<file path="src/rtl/msk_aes_round_ctrl.sv">
// msk_aes_round_ctrl: round sequencer for a masked AES-128 core.
// Drives a 10-round schedule of Sbox feed cycles, pipeline drain and ciphertext handoff.
// Optional feature macro: MSKAES_KEY_REUSE_EN (keep the round-0 key and restore it on request).
module msk_aes_round_ctrl #(
    parameter int NSBOX    = 4,
    parameter int SBOX_LAT = 4
) (
    input  logic       clk,
    input  logic       rst,
    input  logic       valid_in,
    input  logic       key_reuse,
    output logic       in_ready,
    input  logic       out_ready,
    output logic       cipher_valid,
    output logic       busy,
    output logic       feed_input,
    output logic       key_load,
    output logic       key_restore,
    output logic       sbox_valid_in,
    output logic       feed_sb_key,
    output logic       in_ready_rnd,
    output logic [4:0] feed_idx,
    output logic [3:0] round_idx,
    output logic       en_MC,
    output logic       rcon_update
);

    localparam int F  = 20 / NSBOX;
    localparam int K  = 4 / NSBOX;
    localparam int DW = (SBOX_LAT > 1) ? $clog2(SBOX_LAT) : 1;

    generate
        if (!(NSBOX == 1 || NSBOX == 2 || NSBOX == 4)) begin : g_bad_nsbox
            $error("msk_aes_round_ctrl: NSBOX must be 1, 2 or 4");
        end
        if (SBOX_LAT < 1) begin : g_bad_lat
            $error("msk_aes_round_ctrl: SBOX_LAT must be >= 1");
        end
    endgenerate

    typedef enum logic [2:0] {
        S_IDLE,
        S_LOAD,
        S_FEED,
        S_DRAIN,
        S_DONE
    } state_t;

    state_t          state_q, state_d;
    logic [4:0]      feed_idx_q, feed_idx_d;
    logic [3:0]      round_idx_q, round_idx_d;
    logic [DW-1:0]   drain_cnt_q, drain_cnt_d;
    logic            accept;

`ifdef MSKAES_KEY_REUSE_EN
    logic            reuse_q, reuse_d;
    logic            key_valid_q, key_valid_d;
`else
    logic            unused_key_reuse;
    assign unused_key_reuse = key_reuse;
`endif

    assign feed_idx  = feed_idx_q;
    assign round_idx = round_idx_q;

    // Next-state, counters and decoded control outputs.
    always_comb begin
        state_d       = state_q;
        feed_idx_d    = feed_idx_q;
        round_idx_d   = round_idx_q;
        drain_cnt_d   = drain_cnt_q;
        in_ready      = 1'b0;
        cipher_valid  = 1'b0;
        busy          = 1'b0;
        feed_input    = 1'b0;
        key_load      = 1'b0;
        key_restore   = 1'b0;
        sbox_valid_in = 1'b0;
        feed_sb_key   = 1'b0;
        in_ready_rnd  = 1'b0;
        en_MC         = 1'b0;
        rcon_update   = 1'b0;

        unique case (state_q)
            S_IDLE: begin
                in_ready = 1'b1;
                if (valid_in) begin
                    state_d = S_LOAD;
                end
            end
            S_LOAD: begin
                busy       = 1'b1;
                feed_input = 1'b1;
`ifdef MSKAES_KEY_REUSE_EN
                if (reuse_q && key_valid_q) begin
                    key_restore = 1'b1;
                end else begin
                    key_load = 1'b1;
                end
`else
                key_load = 1'b1;
`endif
                state_d     = S_FEED;
                round_idx_d = 4'd1;
                feed_idx_d  = '0;
            end
            S_FEED: begin
                busy          = 1'b1;
                sbox_valid_in = 1'b1;
                in_ready_rnd  = 1'b1;
                en_MC         = (round_idx_q < 4'd10);
                feed_sb_key   = (feed_idx_q < 5'(K));
                if (feed_idx_q == 5'(F - 1)) begin
                    state_d     = S_DRAIN;
                    feed_idx_d  = '0;
                    drain_cnt_d = '0;
                end else begin
                    feed_idx_d = feed_idx_q + 5'd1;
                end
            end
            S_DRAIN: begin
                busy         = 1'b1;
                in_ready_rnd = 1'b1;
                en_MC        = (round_idx_q < 4'd10);
                if (drain_cnt_q == DW'(SBOX_LAT - 1)) begin
                    rcon_update = 1'b1;
                    if (round_idx_q < 4'd10) begin
                        state_d     = S_FEED;
                        round_idx_d = round_idx_q + 4'd1;
                        feed_idx_d  = '0;
                    end else begin
                        state_d     = S_DONE;
                        round_idx_d = '0;
                    end
                end else begin
                    drain_cnt_d = drain_cnt_q + DW'(1);
                end
            end
            S_DONE: begin
                cipher_valid = 1'b1;
                in_ready     = out_ready;
                if (out_ready) begin
                    state_d = valid_in ? S_LOAD : S_IDLE;
                end
            end
            default: begin
                state_d = S_IDLE;
            end
        endcase

        accept = valid_in && in_ready;

`ifdef MSKAES_KEY_REUSE_EN
        reuse_d     = accept ? key_reuse : reuse_q;
        key_valid_d = key_valid_q | key_load;
`endif
    end

    // State and counter registers with synchronous reset.
    always_ff @(posedge clk) begin
        if (rst) begin
            state_q     <= S_IDLE;
            feed_idx_q  <= '0;
            round_idx_q <= '0;
            drain_cnt_q <= '0;
        end else begin
            state_q     <= state_d;
            feed_idx_q  <= feed_idx_d;
            round_idx_q <= round_idx_d;
            drain_cnt_q <= drain_cnt_d;
        end
    end

`ifdef MSKAES_KEY_REUSE_EN
    // Key-reuse request captured at accept and the loaded-key flag.
    always_ff @(posedge clk) begin
        if (rst) begin
            reuse_q     <= 1'b0;
            key_valid_q <= 1'b0;
        end else begin
            reuse_q     <= reuse_d;
            key_valid_q <= key_valid_d;
        end
    end
`else
    logic unused_accept;
    assign unused_accept = accept;
`endif

endmodule

</file>
<file path="config.mk">
export PLATFORM = sky130hd
export DESIGN_NAME = msk_aes_round_ctrl
export DESIGN_NICKNAME = d
export VERILOG_FILES = /design/src/rtl/msk_aes_round_ctrl.sv
export SDC_FILE = /design/constraint.sdc
export NUM_CORES = 1
export LEC_CHECK = 0
export ABC_AREA = 1
export CORE_ASPECT_RATIO = 1.4
export CORE_MARGIN = 4
export CORE_UTILIZATION = 47
export CTS_CLUSTER_DIAMETER = 40
export DETAILED_ROUTE_END_ITERATION = 16
export HOLD_SLACK_MARGIN = 0.15
export PLACE_DENSITY = 0.78
export RECOVER_POWER = 25
export SLEW_MARGIN = 10
export SYNTH_ARGS = -nofsm -noshare
export SYNTH_HDL_FRONTEND = slang
export SYNTH_SLANG_ARGS = --single-unit
</file>
<file path="constraint.sdc">
create_clock -name clk -period 1.45 [get_ports clk]
set_input_delay 0.29 -clock clk [delete_from_list [all_inputs] [get_ports clk]]
set_output_delay 0.29 -clock clk [all_outputs]
set_load 0.005 [all_outputs]
</file>
==> results.sh, run 1 <==
export IMPL_status="complete, but fails checks"
export IMPL_violations="negative setup slack"
export IMPL_wl_um=2310
export IMPL_drt_initial_drc_count=8
export IMPL_reg2reg_slack_ns=0.10
export IMPL_drv_slew=0
export IMPL_dpl_instance_area_um2=1320
export IMPL_grt_ovfl_total=0
export IMPL_multiInputGateArea_um2=577
export IMPL_rsz0062_at_grt="yes"
export IMPL_crit_end="rcon_update"
export IMPL_drt_wirelength_per_cell_um=11.0
export IMPL_dpl_hpwl_um=1800
export IMPL_final_layout_size_suffix_gt1_frac=0.423
export IMPL_grt_usage=0.200
export IMPL_cts_max_level=1
export IMPL_root_buffer="clkbuf_4"
export IMPL_synth_distinct_cells=24
export IMPL_vias_per_cell=4.85
export IMPL_diodes=0
export IMPL_skew_ns=0.00299
export IMPL_cp_required_ns=1.16
export IMPL_hold_class="register to register"
export IMPL_drc=0
export IMPL_dr_pass1_iters=5
export IMPL_fmax_mhz=682
export IMPL_grt_pass1_vias=989
export IMPL_p_comb_frac=0.629
export IMPL_regToRegStartpoint="feed_idx[0]$_SDFFE_PP0P_"
export IMPL_p_int_mw=1.41
export IMPL_r2r_end="state_q[1]$_SDFFE_PP0P_"
export IMPL_grt_antenna_before_repair=0
export IMPL_synth_edf_count=0
export IMPL_drv_cap=0
export IMPL_cts_sinks=14
export IMPL_yosysSeqAreaShare=0.307
export IMPL_switchingPower_mw=1.06
export IMPL_clkTransAtPathRegs_ns=0.09
export IMPL_pwr_share_clk=0.118
export IMPL_worstSetupStartpointType="register"
export IMPL_synthFlopType="dfxtp_1"
export IMPL_ir_worst_vdd_mv=1.20
export IMPL_syn_num_nets=147
export IMPL_fillers=140
export IMPL_vias=1014
export IMPL_finalSetupViolCount=1
export IMPL_dieWidth_um=45.3
export IMPL_p_seq_frac=0.253
export IMPL_switching_share=0.428
export IMPL_yosys_warnings=0
export IMPL_start_util=0.507
export IMPL_hold_slack_ns=0.499
export IMPL_hold_buffers=0
export IMPL_die_y_um=60.2
export IMPL_cts_max_path_buffers=2
export IMPL_ios=25
export IMPL_cts_tree="built"
export IMPL_place_congestion=0.796
export IMPL_arrival_ns=1.18
export IMPL_crit_fanout=4
export IMPL_clk_latency_ns=0.29
export IMPL_syn_inst=138
export IMPL_io_buffers=22
export IMPL_fp_dieArea_um2=2720
export IMPL_synth_async_reset_ratio=0
export IMPL_crit_path_end_kind="primary output"
export IMPL_hold_viol=0
export IMPL_syn2layout_area_growth_pct=54.0
export IMPL_grt_max_degree=9
export IMPL_p_leak_nw=0.759
export IMPL_cts_buffers=3
export IMPL_ff_latch_area_um2=302
export IMPL_fin_util=0.781
export IMPL_grt_pass1_wl_um=4060
export IMPL_worstSetupStartpoint="state_q[1]$_SDFFE_PP0P_"
export IMPL_finalInstanceArea_um2=1410
export IMPL_avgSynthCellArea_um2=6.62
export IMPL_nets=199
export IMPL_r2r_cells=10
export IMPL_setup_ws_ns=-0.0168
export IMPL_syn_cell_area_um2=913
export IMPL_ant_nets=0
export IMPL_post_route_period_util=1.01
export IMPL_core_area_um2=1800
export IMPL_critical_path_class="register to primary output"
export IMPL_synth_seq_cells=14
export IMPL_period_minus_slack_ns=1.47
export IMPL_rows=18
export IMPL_p_per_area_nw_per_um2=1760
export IMPL_place_ws_ns=-0.283
## metal layers
| layer | wire (um) | share of wire | global-route usage |
|---|---|---|---|
| met2 | 1280 | 0.56 | 0.374 |
| met5 | 0 | 0 | 0 |
| met3 | 76 | 0.033 | 0.0211 |
| met1 | 909 | 0.39 | 0.222 |
| met4 | 35 | 0.015 | 0.0753 |
## synth_stat cells, types with 3 or more instances
| cell type | n | area share |
|---|---|---|
| a21oi_1 | 8 | 0.044 |
| dfxtp_1 | 14 | 0.31 |
| ha_1 | 4 | 0.055 |
| inv_1 | 21 | 0.086 |
| inv_2 | 3 | 0.012 |
| nand2_1 | 35 | 0.14 |
| nand2_2 | 3 | 0.021 |
| nand3_1 | 4 | 0.022 |
| nand4_1 | 5 | 0.034 |
| nor2_1 | 19 | 0.078 |
| xor2_1 | 3 | 0.029 |
## cell type report
class	instances	area share
clock buffer	4	0.0258
inverter	24	0.0658
multi-input combinational	98	0.410
sequential	14	0.214
tap	20	0.0178
timing repair buffer	49	0.266
## repair_timing
item | 4_1_cts | 5_1_grt
setup buffers | 3 | 1
setup endpoints to repair | 19 | 20
hold endpoints to repair | 0 | 0
pin swaps | 1 | 7
cloned | 0 | 0
resized for setup | 54 | 26
## metrics by stage
stage | TNS, ns | power [mW] | instances
finish | -0.0168 | 2.47 | 209
global route | -0.161 | 2.69 | 209
CTS | -0.249 | 2.39 | 208
detailed placement | -1.10 | 2.12 | 201
global placement | -0.879 | 2.08 | 201
floorplan | 0 | 1.38 | 138
## cell families (layout without fill, tap and decap cells)
| logic type | Yosys count | after routing | synth area share |
|---|---|---|---|
| and+or+nand+nor | 78 | 78 | 0.418 |
| adders and majority gates | 4 | 4 | 0.0548 |
| DFF | 14 | 14 | 0.307 |
| xor gates and xnor gates | 3 | 3 | 0.0288 |
| buffers and inverters | 26 | 77 | 0.115 |
| AOI/OAI and AO/OA | 12 | 12 | 0.0726 |
| other | 1 | 1 | 0.00411 |
## power by group through the flow
stage / clock, mW / combinational [mW] / sequential, mW
finish: 0.291 / 1.55 / 0.625
detailed placement: 0 / 1.52 / 0.598
floorplan: 0 / 0.747 / 0.630
global placement: 0 / 1.49 / 0.595
CTS: 0.293 / 1.47 / 0.628
global route: 0.305 / 1.75 / 0.641
## flip-flops by register name (all words and copies together) (netlist names)
signal,cells
round_idx,4
state_q,3
drain_cnt_q,2
feed_idx,5
## worst max-delay path: stages, from the launching register on
cell     delay, ns
dfxtp_4       0.40
buf_6         0.11
nand2_2       0.06
nor2_4        0.12
nand2_2       0.06
inv_1         0.05
buf_2         0.10
## worst min path at each step
| stage | from | endpoint | slack, ns | cells after the start |
|---|---|---|---|---|
| 5_1_grt | drain_cnt_q[1]$_SDFFE_PP0P_ | drain_cnt_q[1]$_SDFFE_PP0P_ | 0.52 | 2 |
| 3_3_place_gp | drain_cnt_q[1]$_SDFFE_PP0P_ | drain_cnt_q[1]$_SDFFE_PP0P_ | 0.48 | 2 |
| 6_report | drain_cnt_q[1]$_SDFFE_PP0P_ | drain_cnt_q[1]$_SDFFE_PP0P_ | 0.50 | 2 |
| 3_5_place_dp | drain_cnt_q[1]$_SDFFE_PP0P_ | drain_cnt_q[1]$_SDFFE_PP0P_ | 0.49 | 2 |
| 4_1_cts | drain_cnt_q[1]$_SDFFE_PP0P_ | drain_cnt_q[1]$_SDFFE_PP0P_ | 0.50 | 2 |
| 2_1_floorplan | rst | feed_idx[0]$_SDFFE_PP0P_ | 0.36 | 1 |
## cell usage in the layout, fill, tap and decap left out, drive strengths merged
| cell | synthesis | routed |
|---|---|---|
| ha | 4 | 4 |
| dlygate4sd2 | 0 | 6 |
| o21ai | 2 | 2 |
| nand3 | 6 | 6 |
| nand4 | 5 | 5 |
| or2 | 1 | 1 |
| nand3b | 1 | 1 |
| buf | 2 | 34 |
| nor2 | 23 | 23 |
| clkbuf | 0 | 7 |
| a21oi | 9 | 9 |
| xor2 | 3 | 3 |
| dfxtp | 14 | 14 |
| inv | 24 | 24 |
| nand2 | 40 | 40 |
| dlymetal6s2s | 0 | 2 |
| nor3 | 2 | 2 |
| clkdlybuf4s50 | 0 | 4 |
| conb | 1 | 1 |
| a211oi | 1 | 1 |
Power figures use the tool's default switching activity.
==> run 2: changes to the inputs <==
CORE_ASPECT_RATIO = unset   (was 1.4)
CORE_UTILIZATION = 60   (was 47)
DONT_BUFFER_PORTS = 1   (was unset)
PLACE_DENSITY = 0.76   (was 0.78)
SKIP_LAST_GASP = 1   (was unset)
==> run 2 against run 1 <==
The run now ends clean. Register-to-register slack improved by 0.05 ns. Via count fell by 16%. Clock power down 26%. Combinational power shrank 30%. Setup slack improved by 0.084 ns. First-iteration DRC count grew to 3.4 times the previous value. Worst hold slack got worse by 0.20 ns. Non-clock buffer count decreased by 40. Core utilization down 1.9 points. Global-route usage up 1.2 points. Sequential share of layout area increased by 6.6 points. Cell area down 26%. Critical endpoint unchanged. Largest power group unchanged.
==> results.sh, run 2 (same netlist as run 1, synthesis figures left out) <==
export IMPL_place_congestion=0.781
export IMPL_nets=159
export IMPL_cts_max_path_buffers=2
export IMPL_vias_per_cell=5.23
export IMPL_hold_viol=0
export IMPL_crit_path_end_kind="primary output"
export IMPL_worstSetupStartpointType="register"
export IMPL_cts_buffers=3
export IMPL_cp_required_ns=1.16
export IMPL_cts_sinks=14
export IMPL_diodes=0
export IMPL_switchingPower_mw=0.924
export IMPL_p_comb_frac=0.554
export IMPL_ios=25
export IMPL_p_seq_frac=0.336
export IMPL_finalSetupViolCount=0
export IMPL_switching_share=0.472
export IMPL_worstSetupStartpoint="state_q[1]$_SDFFE_PP0P_"
export IMPL_drv_slew=0
export IMPL_r2r_end="round_idx[2]$_SDFFE_PP0P_"
export IMPL_regToRegStartpoint="drain_cnt_q[0]$_SDFFE_PP0P_"
export IMPL_pwr_share_clk=0.109
export IMPL_root_buffer="clkbuf_4"
export IMPL_p_per_area_nw_per_um2=1880
export IMPL_clk_latency_ns=0.27
export IMPL_die_y_um=47.0
export IMPL_post_route_period_util=0.954
export IMPL_start_util=0.668
export IMPL_grt_antenna_before_repair=0
export IMPL_final_layout_size_suffix_gt1_frac=0.223
export IMPL_reg2reg_slack_ns=0.15
export IMPL_largest_register_ffs=5
export IMPL_dieWidth_um=47.0
export IMPL_crit_fanout=6
export IMPL_drc=0
export IMPL_grt_usage=0.212
export IMPL_p_total_mw=1.96
export IMPL_drv_cap=0
export IMPL_hold_end="state_q[2]$_SDFFE_PP0P_"
export IMPL_skew_ns=0.00538
export IMPL_dpl_instance_area_um2=947
export IMPL_p_leak_nw=0.500
export IMPL_clkTransAtPathRegs_ns=0.08
export IMPL_most_common_layout_cells="nand2_1 (35), inv_1 (21), nor2_1 (16), dfxtp_1 (11), a21oi_1 (8)"
export IMPL_core_area_um2=1370
export IMPL_rsz0062_at_grt="yes"
export IMPL_finalInstanceArea_um2=1040
export IMPL_drt_wirelength_per_cell_um=12.5
export IMPL_hold_class="primary input to register"
export IMPL_critical_path_class="register to primary output"
export IMPL_io_buffers=0
export IMPL_hold_path_depth=3
export IMPL_fmax_mhz=723
export IMPL_tns_ns=0
export IMPL_r2r_cells=6
export IMPL_grt_pass1_wl_um=3310
export IMPL_drt_initial_drc_count=27
export IMPL_ant_nets=0
export IMPL_wl_um=2030
export IMPL_grt_max_degree=9
export IMPL_dpl_hpwl_um=1410
export IMPL_period_minus_slack_ns=1.38
export IMPL_grt_ovfl_total=0
export IMPL_ir_worst_vdd_mv=1.14
export IMPL_fp_dieArea_um2=2210
export IMPL_grt_pass1_vias=825
export IMPL_cts_tree="built"
export IMPL_arrival_ns=1.09
export IMPL_layout_commonest_cell="nand2_1"
export IMPL_hold_slack_ns=0.296
export IMPL_cts_max_level=1
export IMPL_syn2layout_area_growth_pct=14.0
export IMPL_worstHoldStart="rst"
export IMPL_p_int_mw=1.04
export IMPL_status="finished clean"
export IMPL_vias=853
export IMPL_rows=13
export IMPL_dr_pass1_iters=4
-- run 2: cell count changes in the layout (fill, tap and decap cells not counted), sizes merged --
cell	before	now
buf	34	7
clkbuf	7	4
clkdlybuf4s50	4	0
dlygate4sd2	6	0
dlygate4sd3	0	1
dlymetal6s2s	2	0
-- run 2: through the flow --
step                instances  worst slack [ns]  utilization
detailed placement        155             0.137        0.693
finish                    163            0.0673        0.762
floorplan                 138             0.197            -
global placement          155             0.172        0.693
CTS                       163           0.00588        0.755
global route              163           -0.0393        0.762
-- run 2: how the worst max path moves through the flow --
stage                                             end
after global placement                    rcon_update
after CTS                                 feed_sb_key
after global routing                            en_MC
after floorplan           drain_cnt_q[0]$_SDFFE_PP0P_
final                                     rcon_update
after detailed placement    round_idx[2]$_SDFFE_PP0P_
-- run 2: power by group through the flow --
| stage | clock network, mW | registers [mW] | logic, mW |
|---|---|---|---|
| after floorplan | 0 | 0.630 | 0.747 |
| after global placement | 0 | 0.634 | 0.916 |
| after detailed placement | 0 | 0.637 | 0.943 |
| after CTS | 0.222 | 0.647 | 1.05 |
| after global routing | 0.240 | 0.681 | 1.23 |
| final | 0.214 | 0.659 | 1.09 |
-- run 2: final cells by class --
type | count | area [um^2]
Timing Repair Buffer | 9 | 70.1
Multi-Input combinational cell | 98 | 546
Fill cell | 118 | 325
Inverter | 24 | 92.6
Tap cell | 15 | 18.8
Sequential cell | 14 | 292
Clock buffer | 3 | 22.5
-- run 2: worst max-delay path, stage by stage, from the launching register on --
cell and delay [ns]:
dfxtp_4 0.41, nand2_2 0.09, nor2_4 0.13, nand2_2 0.11, inv_1 0.09
-- run 2: layer usage --
| metal | vias up | wire (um) | track usage |
|---|---|---|---|
| met5 | - | 0 | 0 |
| met4 | 0 | 20 | 0.116 |
| met3 | 4 | 141 | 0.0575 |
| met2 | 32 | 942 | 0.344 |
| met1 | 372 | 926 | 0.253 |
| li1 | 445 | - | - |
-- run 2: timing repair --
action | CTS | global route
endpoints found under the setup margin | 4 | 8
hold endpoints to repair | 5 | 0
pin swaps | 3 | 2
gates resized for setup | 8 | 5
buffers inserted | 4 | 0
hold buffers | 1 | 0
gates cloned | 0 | 0
==> run 3: changes to the inputs <==
CORE_MARGIN = 1   (was 4)
CTS_CLUSTER_DIAMETER = unset   (was 40)
==> run 3 against run 2 <==
The run now ends with negative setup slack left. Clock power grew 37%. Global-route usage grew 5.8 points. Setup slack lost 0.12 ns. Core utilization shrank 1.3 points. Cell area shrank 2.9%. Register-to-register slack lost 0.05 ns. Via count grew 1.1%. Die area shrank 24%. Clock skew grew 0.0024 ns. Total power shrank 1.2%. Sequential share of layout area grew 0.21 points. Critical endpoint is now feed_sb_key.
==> results.sh, run 3 (same netlist as run 1, synthesis figures left out) <==
export IMPL_cts_tree="built"
export IMPL_finalSetupViolCount=1
export IMPL_setup_ws_ns=-0.0522
export IMPL_grt_ovfl_total=0
export IMPL_violations="negative setup slack"
export IMPL_start_util=0.677
export IMPL_final_layout_size_suffix_gt1_frac=0.192
export IMPL_p_total_mw=1.94
export IMPL_finalInstanceArea_um2=1010
export IMPL_ant_nets=0
export IMPL_largest_register_ffs=5
export IMPL_regToRegStartpoint="drain_cnt_q[0]$_SDFFE_PP0P_"
export IMPL_hold_class="primary input to register"
export IMPL_period_minus_slack_ns=1.50
export IMPL_skew_ns=0.00778
export IMPL_hold_viol=0
export IMPL_critical_path_class="register to primary output"
export IMPL_reg2reg_slack_ns=0.10
export IMPL_post_route_period_util=1.04
export IMPL_crit_fanout=6
export IMPL_drv_cap=0
export IMPL_nets=156
export IMPL_root_buffer="clkbuf_4"
export IMPL_place_ws_ns=0.115
export IMPL_io_buffers=0
export IMPL_multiInputGateArea_um2=533
export IMPL_crit_path_end_kind="primary output"
export IMPL_grt_antenna_before_repair=0
export IMPL_p_per_area_nw_per_um2=1910
export IMPL_drt_initial_drc_count=32
export IMPL_crit_end="feed_sb_key"
export IMPL_grt_pass1_vias=727
export IMPL_hold_slack_ns=0.266
export IMPL_r2r_end="round_idx[2]$_SDFFE_PP0P_"
export IMPL_status="complete, but fails checks"
export IMPL_ir_worst_vdd_mv=1.36
export IMPL_layout_commonest_cell="nand2_1"
export IMPL_cts_buffers=3
export IMPL_worstSetupStartpoint="state_q[1]$_SDFFE_PP0P_"
export IMPL_clkTransAtPathRegs_ns=0.09
export IMPL_rows=13
export IMPL_drc=0
export IMPL_fmax_mhz=666
export IMPL_ff_latch_area_um2=285
export IMPL_core_area_um2=1350
export IMPL_diodes=0
export IMPL_rsz0062_at_grt="yes"
export IMPL_fp_dieArea_um2=1680
export IMPL_vias_per_cell=5.35
export IMPL_most_common_layout_cells="nand2_1 (35), inv_1 (21), nor2_1 (19), dfxtp_1 (12), a21oi_1 (8)"
export IMPL_grt_max_degree=9
export IMPL_clk_latency_ns=0.30
export IMPL_cp_required_ns=1.16
export IMPL_fillers=110
export IMPL_ios=25
export IMPL_dpl_instance_area_um2=940
export IMPL_drv_slew=0
export IMPL_worstSetupStartpointType="register"
export IMPL_place_congestion=0.751
export IMPL_dpl_hpwl_um=1400
export IMPL_wl_um=2050
export IMPL_r2r_cells=6
export IMPL_cts_max_path_buffers=2
export IMPL_p_leak_nw=0.490
export IMPL_grt_pass1_wl_um=2900
export IMPL_dr_pass1_iters=4
export IMPL_die_y_um=41.0
export IMPL_grt_usage=0.270
export IMPL_drt_wirelength_per_cell_um=12.7
export IMPL_cts_max_level=1
export IMPL_cts_sinks=14
export IMPL_arrival_ns=1.21
export IMPL_vias=862
export IMPL_dieWidth_um=41.0
export IMPL_syn2layout_area_growth_pct=10.7
==> run 3: through the flow <==
| stage | utilization | setup TNS (ns) | std cells |
|---|---|---|---|
| floorplan | - | 0 | 138 |
| global placement | 0.696 | 0 | 154 |
| detailed placement | 0.696 | 0 | 154 |
| CTS | 0.749 | -0.0596 | 161 |
| global route | 0.749 | -0.326 | 161 |
| finish | 0.749 | -0.0522 | 161 |
==> run 3: where the power goes <==
| group | internal, mW | leakage [nW] | switching, mW |
|---|---|---|---|
| registers | 0.503 | 0.115 | 0.129 |
| clock network | 0.153 | 0.0210 | 0.141 |
| logic | 0.362 | 0.354 | 0.649 |
| total | 1.02 | 0.490 | 0.918 |
==> run 3: worst min path at each step <==
stage / start / endpoint / cells after the start
after detailed placement: rst / feed_idx[2]$_SDFFE_PP0P_ / 1
after global placement: rst / feed_idx[1]$_SDFFE_PP0P_ / 1
after CTS: rst / feed_idx[3]$_SDFFE_PP0P_ / 3
after floorplan: rst / feed_idx[0]$_SDFFE_PP0P_ / 1
final: rst / feed_idx[3]$_SDFFE_PP0P_ / 3
after global routing: rst / feed_idx[3]$_SDFFE_PP0P_ / 3
==> run 3: worst max-delay path: stages (launching register included) <==
cell and delay, ns:
dfxtp_4 0.39, nand2_2 0.09, nor2_4 0.18, nand3_1 0.11, nor3_2 0.14
==> run 3: layout make-up <==
cell class / instances / share of cell area
Clock buffer: 4 / 0.0359
Tap cell: 15 / 0.0186
Multi-Input combinational cell: 98 / 0.527
Sequential cell: 14 / 0.282
Inverter: 24 / 0.0891
Timing Repair Buffer: 6 / 0.0470
==> run 3: layer usage <==
layer | vias to the layer above | GRT usage | share of wire
met5 | - | 0 | 0
met4 | 0 | 0.0500 | 0.0093
met3 | 2 | 0.0870 | 0.047
met2 | 23 | 0.496 | 0.49
met1 | 397 | 0.300 | 0.45
li1 | 440 | - | -
==> run 3: timing repair <==
item	CTS	global route
buffers inserted	2	0
hold buffers	1	0
endpoints found under the hold margin	5	0
pin swaps	2	1
gates resized for setup	4	1
setup endpoints to repair	2	5
